[src/rtl/tlul_host_arb.sv]
`default_nettype none
// ============================================================================
//  Module      : tlul_host_arb
//  Description : Shares one in-order TL-UL device port between several TL-UL
//                hosts. The A channel is arbitrated round-robin, with a grant
//                lock that holds under device backpressure. The host index of
//                every accepted request goes into an in-order tracking FIFO,
//                and each D response is routed to the host at the FIFO head.
//                A/D payloads, including user/integrity bits, pass through
//                unmodified.
//  Revision    : 1.0 - initial release
// ============================================================================

package tlul_pkg;

    typedef struct packed {
        logic        a_valid;
        logic [2:0]  a_opcode;
        logic [2:0]  a_param;
        logic [1:0]  a_size;
        logic [7:0]  a_source;
        logic [31:0] a_address;
        logic [3:0]  a_mask;
        logic [31:0] a_data;
        logic [15:0] a_user;
        logic        d_ready;
    } tl_h2d_t;

    typedef struct packed {
        logic        d_valid;
        logic [2:0]  d_opcode;
        logic [2:0]  d_param;
        logic [1:0]  d_size;
        logic [7:0]  d_source;
        logic        d_sink;
        logic [31:0] d_data;
        logic [15:0] d_user;
        logic        d_error;
        logic        a_ready;
    } tl_d2h_t;

endpackage

module tlul_host_arb
    import tlul_pkg::*;
#(
    parameter  int NumHosts       = 2,
    parameter  int MaxOutstanding = 4,
    localparam int HostW          = $clog2(NumHosts),
    localparam int CntW           = $clog2(MaxOutstanding) + 1
) (
    input  logic            clk_i,
    input  logic            rst_ni,
    input  tl_h2d_t         tl_h_i [NumHosts],
    output tl_d2h_t         tl_h_o [NumHosts],
    output tl_h2d_t         tl_d_o,
    input  tl_d2h_t         tl_d_i,
    output logic [CntW-1:0] outstanding_o,
    output logic            rsp_err_o
);

    localparam int              PtrW    = $clog2(MaxOutstanding);
    localparam logic [CntW-1:0] c_depth = CntW'(MaxOutstanding);

    // Arbitration state
    logic [HostW-1:0] r_rr_ptr;
    logic             r_lock;
    logic [HostW-1:0] r_lock_idx;

    // Tracking FIFO: host index of every request still awaiting a response
    logic [HostW-1:0] r_fifo [MaxOutstanding];
    logic [PtrW-1:0]  r_wr_ptr;
    logic [PtrW-1:0]  r_rd_ptr;
    logic [CntW-1:0]  r_count;
    logic             r_rsp_err;

    logic [HostW-1:0] w_winner;
    logic [HostW-1:0] w_cand;
    logic             w_found;
    logic [HostW-1:0] w_grant;
    logic [HostW-1:0] w_head;
    logic             w_full;
    logic             w_empty;
    logic             w_a_valid;
    logic             w_push;
    logic             w_pop;

    assign w_full  = (r_count == c_depth);
    assign w_empty = (r_count == '0);
    assign w_head  = r_fifo[r_rd_ptr];

    // Round-robin search starting just after the last granted host
    always_comb begin
        w_winner = '0;
        w_cand   = '0;
        w_found  = 1'b0;
        for (int k = 1; k <= NumHosts; k++) begin
            w_cand = HostW'((int'(r_rr_ptr) + k) % NumHosts);
            if (!w_found && tl_h_i[w_cand].a_valid) begin
                w_found  = 1'b1;
                w_winner = w_cand;
            end
        end
    end

    // Device-side A mux; a full FIFO blocks A independently of any pop so
    // that no combinational path runs from d_valid to a_ready
    always_comb begin
        w_grant   = r_lock ? r_lock_idx : w_winner;
        w_a_valid = tl_h_i[w_grant].a_valid & ~w_full;
        tl_d_o          = tl_h_i[w_grant];
        tl_d_o.a_valid  = w_a_valid;
        // With nothing in flight a response is spurious: sink it
        tl_d_o.d_ready  = w_empty ? 1'b1 : tl_h_i[w_head].d_ready;
    end

    assign w_push = w_a_valid & tl_d_i.a_ready;
    assign w_pop  = tl_d_i.d_valid & ~w_empty & tl_h_i[w_head].d_ready;

    // Host-side responses: D payload broadcast, valid only to the FIFO head
    always_comb begin
        for (int i = 0; i < NumHosts; i++) begin
            tl_h_o[i]         = tl_d_i;
            tl_h_o[i].a_ready = (w_grant == HostW'(i)) & tl_d_i.a_ready & ~w_full;
            tl_h_o[i].d_valid = tl_d_i.d_valid & ~w_empty & (w_head == HostW'(i));
        end
    end

    // Round-robin pointer and grant lock held while the device stalls A
    always_ff @(posedge clk_i or negedge rst_ni) begin
        if (!rst_ni) begin
            r_rr_ptr   <= '0;
            r_lock     <= 1'b0;
            r_lock_idx <= '0;
        end else if (w_push) begin
            r_rr_ptr <= w_grant;
            r_lock   <= 1'b0;
        end else if (w_a_valid && !tl_d_i.a_ready) begin
            r_lock     <= 1'b1;
            r_lock_idx <= w_grant;
        end
    end

    // Tracking FIFO storage (contents are only meaningful below r_count)
    always_ff @(posedge clk_i) begin
        if (w_push) begin
            r_fifo[r_wr_ptr] <= w_grant;
        end
    end

    // Tracking FIFO pointers and occupancy; reset discards in-flight tracking
    always_ff @(posedge clk_i or negedge rst_ni) begin
        if (!rst_ni) begin
            r_wr_ptr <= '0;
            r_rd_ptr <= '0;
            r_count  <= '0;
        end else begin
            if (w_push) begin
                r_wr_ptr <= r_wr_ptr + PtrW'(1);
            end
            if (w_pop) begin
                r_rd_ptr <= r_rd_ptr + PtrW'(1);
            end
            if (w_push && !w_pop) begin
                r_count <= r_count + CntW'(1);
            end else if (w_pop && !w_push) begin
                r_count <= r_count - CntW'(1);
            end
        end
    end

    // One-cycle flag for a response arriving with nothing outstanding
    always_ff @(posedge clk_i or negedge rst_ni) begin
        if (!rst_ni) begin
            r_rsp_err <= 1'b0;
        end else begin
            r_rsp_err <= tl_d_i.d_valid & w_empty;
        end
    end

    assign outstanding_o = r_count;
    assign rsp_err_o     = r_rsp_err;

endmodule

`default_nettype wire

[config.mk]
export PLATFORM = sky130hd
export DESIGN_NAME = tlul_host_arb
export DESIGN_NICKNAME = d
export VERILOG_FILES = /design/src/rtl/tlul_host_arb.sv
export SDC_FILE = /design/constraint.sdc
export NUM_CORES = 1
export LEC_CHECK = 0
export ABC_AREA = 1
export CAP_MARGIN = 40
export CORE_AREA = 2 2 203 205
export DETAILED_ROUTE_END_ITERATION = 7
export DIE_AREA = 0 0 205 207
export SETUP_SLACK_MARGIN = 0.15
export SYNTH_ARGS = -nofsm -noshare
export SYNTH_HDL_FRONTEND = slang
export SYNTH_SLANG_ARGS = --single-unit
[constraint.sdc]
create_clock -name clk_i -period 2.2 [get_ports clk_i]
set_input_delay 0.55 -clock clk_i [delete_from_list [all_inputs] [get_ports clk_i]]
set_output_delay 0.55 -clock clk_i [all_outputs]
set_load 0.02 [all_outputs]
==> results.md <==
- FF+latch area: 399 um^2
- Largest net degree at the start of global routing: 22
- Max_cap viols: 0
- Post-synth cell types: 21
- GP Congestion: 0.773
- Crit path kind: input port to output pin
- Peak VDD IR: 0.428 mV
- Internal Power: 6.22 mW
- Worst min path class: register to register
- Total CTS buffers: 3
- Width of the chip: roughly 200 um
- Crit path cell chain: buf_2 -> nand2_2 -> nand3_4 -> nand2_8 -> buf_6 -> buf_12 -> buf_12 -> buf_16 -> buf_6 -> nand2_4 -> nand2_2 -> buf_6
- Via count: 4374
- Buffers on Ports: 317
- Fin Hold WS: 510 ps
- Mapped Avg Cell Area: 5.65 um^2
- Tightest Pin Transition: 523 ps
- Clk slew on worst S/H paths: 50 ps
- Global Route Usage Sum: 9.04%
- CP most frequent cell: buf_6
- Final WL: 21300 um
- CP max FO: 8
- Slew HR: 65.0%
- Number of global-route vias before repair: roughly 4500
- Final Max Slew Viols: 0
- Dpl cells: approximately 1300
- Most common cell after layout, fill and taps aside: clkdlybuf4s50_1
- Hold Vio Cnt, Final: 0
- Final period utilization: 105%
- Crit path DAT: between 1500 and 2000 ps
- Switching Power: 5.22 mW
- Initial drt markers: 101
- Synth Instances: approximately 560
- Met3 routed WL: 2120 um
- Crit path capture type: output pin
- Pleak: 4.34 nW
- P per Cell Area: 1270 mW/mm^2
- DR DRC count: 0
- Failing checks: setup timing
- Mapped Area: around 0.0032 mm^2
- Nets: 1109
- Fmax: roughly 430 MHz
- Yosys warns: 0
- Bufs on Longest Clock Path: 2
- DR WL met2: 10800 um
- Uppermost layer routed: met4
- Min Tclk post-route: 2310 ps
- RSZ-0062 raised after global routing: yes
- Final Util: 22.4%
- ANT cells: 0
- Syn-to-layout area delta: 186%
- Run status: finished with violations
- Fin worst setup slack: -112 ps
- Critical Path Source Type: input port
- Pre-CTS setup slack: -781 ps
- Register area share after synthesis: roughly an eighth
- Global-route wire length before repair: between 20000 and 30000 um
- Slowest-stage cell, CP: buf_6
- Final ANT Viol Nets: 0
- FILL cells: approximately 4400
- Initial Utilization: 7.81%
- Root Buffer: clkbuf_16
- Clock Power Share: 3.1%
- Die area: 0.0424 mm^2
- Site Rows: 74
- Detailed Place HPWL: 12400 um
- Post-route insts no fill: roughly 1400
- CTS tree: yes
- Required @ worst endpoint: around 1700 ps
- Boundary pin count: 516
- Most frequent cells in the layout: clkdlybuf4s50_1 (205), buf_6 (133), nand2_2 (119), nand2_4 (113), nand2_1 (93)
- Multi-input gate area: ~0.0028 mm^2
- Clock Sinks: 15
- Metal-1 WL: between 8000 and 9000 um
- Flop pwr share: 4.5%
- Max stage delay on crit path: 140 ps
- Combinational group share of total power: between 90% and 100%
- Setup Skew: 3.94 ps
- #FFs+latches synth: 15
- DIE HEIGHT: 207 um
- Global route overflow: 0
- Clk_lat worst skew: 240 ps
- Wire per inst: 15.7 um
- H-tree levels: 1
- CTS Hold Buffers Added: 0
- Sw frac: 45.6%
- Vias per cell: 3.22
- Core box area: 0.0404 mm^2
- First-pass DRT Iterations: 4
- Syn nets: 838
- Layout cells sized above 1: between 50% and 60%
- Final setup viols: 65
- Initial antenna violation count: 0
## power by group through the flow
| stage | combinational, mW | sequential (mW) | clock, mW |
|---|---|---|---|
| after floorplan | 3.17 | 0.538 | 0 |
| final | 10.6 | 0.518 | 0.354 |
| after detailed placement | 5.46 | 0.497 | 0 |
| after global placement | 5.43 | 0.493 | 0 |
| after CTS | 9.76 | 0.499 | 0.362 |
| after global routing | 11.2 | 0.531 | 0.379 |
## metal layers
layer  vias to the layer above  track usage (%)
met3                        41             3.41
met2                       271             15.9
met5                         -                0
met1                      1984             10.5
li1                       2078                -
met4                         0             1.61
## critical path: cells and delay by family
kind	cells	cell delay, ps
buf+inv	7	860
simple gates	5	340
## synthesized netlist by cell type
cell type,n,area [um^2]
a21oi_1,2,10.0
xor2_1,1,8.76
o21ai_0,3,15.0
nand3_1,9,45.0
fa_1,1,20.0
dfrtp_1,11,275
nand3_2,4,40.0
nand2_1,324,1220
xnor2_1,2,17.5
inv_2,4,15.0
buf_2,12,60.1
inv_1,18,67.6
edfxtp_1,4,120
ha_1,5,62.6
nor3_1,1,5.00
o21ai_1,2,10.0
nor2_1,9,33.8
buf_6,9,101
buf_4,134,1010
nand2_2,2,12.5
mux2_2,1,11.3
## sequential cells by signal, summed over array words and instances (netlist names)
signal,cells
r_rd_ptr,2
rsp_err_o,1
r_wr_ptr,2
r_lock_idx,1
r_fifo,4
r_lock,1
outstanding_o,3
r_rr_ptr,1
## cells by family after synthesis
kind of cell | count (synthesis) | synth area share [%]
xor gates and xnor gates | 3 | 0.833
and+or+nand+nor | 349 | 42.9
adders and majority gates | 6 | 2.62
buffers and inverters | 177 | 39.6
muxes | 1 | 0.357
AOI/OAI and AO/OA | 7 | 1.11
DFF | 15 | 12.5
## what timing repair did
action | 4_1_cts | 5_1_grt
pin swaps | 79 | 46
buffers inserted | 51 | 12
gates resized for setup | 941 | 137
endpoints found under the setup margin | 108 | 108
gates cloned | 19 | 2
## area by class of cell
class / count / share of cell area (%)
inverter: 22 / 1.26
timing repair buffer: 421 / 55.3
tap: 532 / 7.37
clock buffer: 3 / 0.831
multi-input combinational: 366 / 30.8
sequential: 15 / 4.42
clock inverter: 1 / 0.0554
## per-stage QoR
step / power [mW] / setup TNS, ps / instance area (um^2)
6_report: 11.4 / -3910 / 9030
5_1_grt: 12.1 / -10480 / 9030
4_1_cts: 10.6 / -5450 / 8330
3_5_place_dp: 5.96 / -73920 / 6050
3_3_place_gp: 5.92 / -73130 / 6050
2_1_floorplan: 3.70 / 0 / 3170
## path summary, 6_finish.rpt
kind,to,cells after the start,start,slack (ps)
max in group asynchronous,r_rd_ptr[0],1,rst_ni,1170
hold / removal,r_lock_idx,2,r_lock_idx,510
setup reg to reg,outstanding_o[1],10,r_lock,200
setup / recovery,tl_d_o[21],12,tl_h_i[203],-110
hold reg to reg,r_lock_idx,2,r_lock_idx,510
min in group asynchronous,rsp_err_o,1,rst_ni,650
Note: power is estimated with default switching activity, not from simulation.
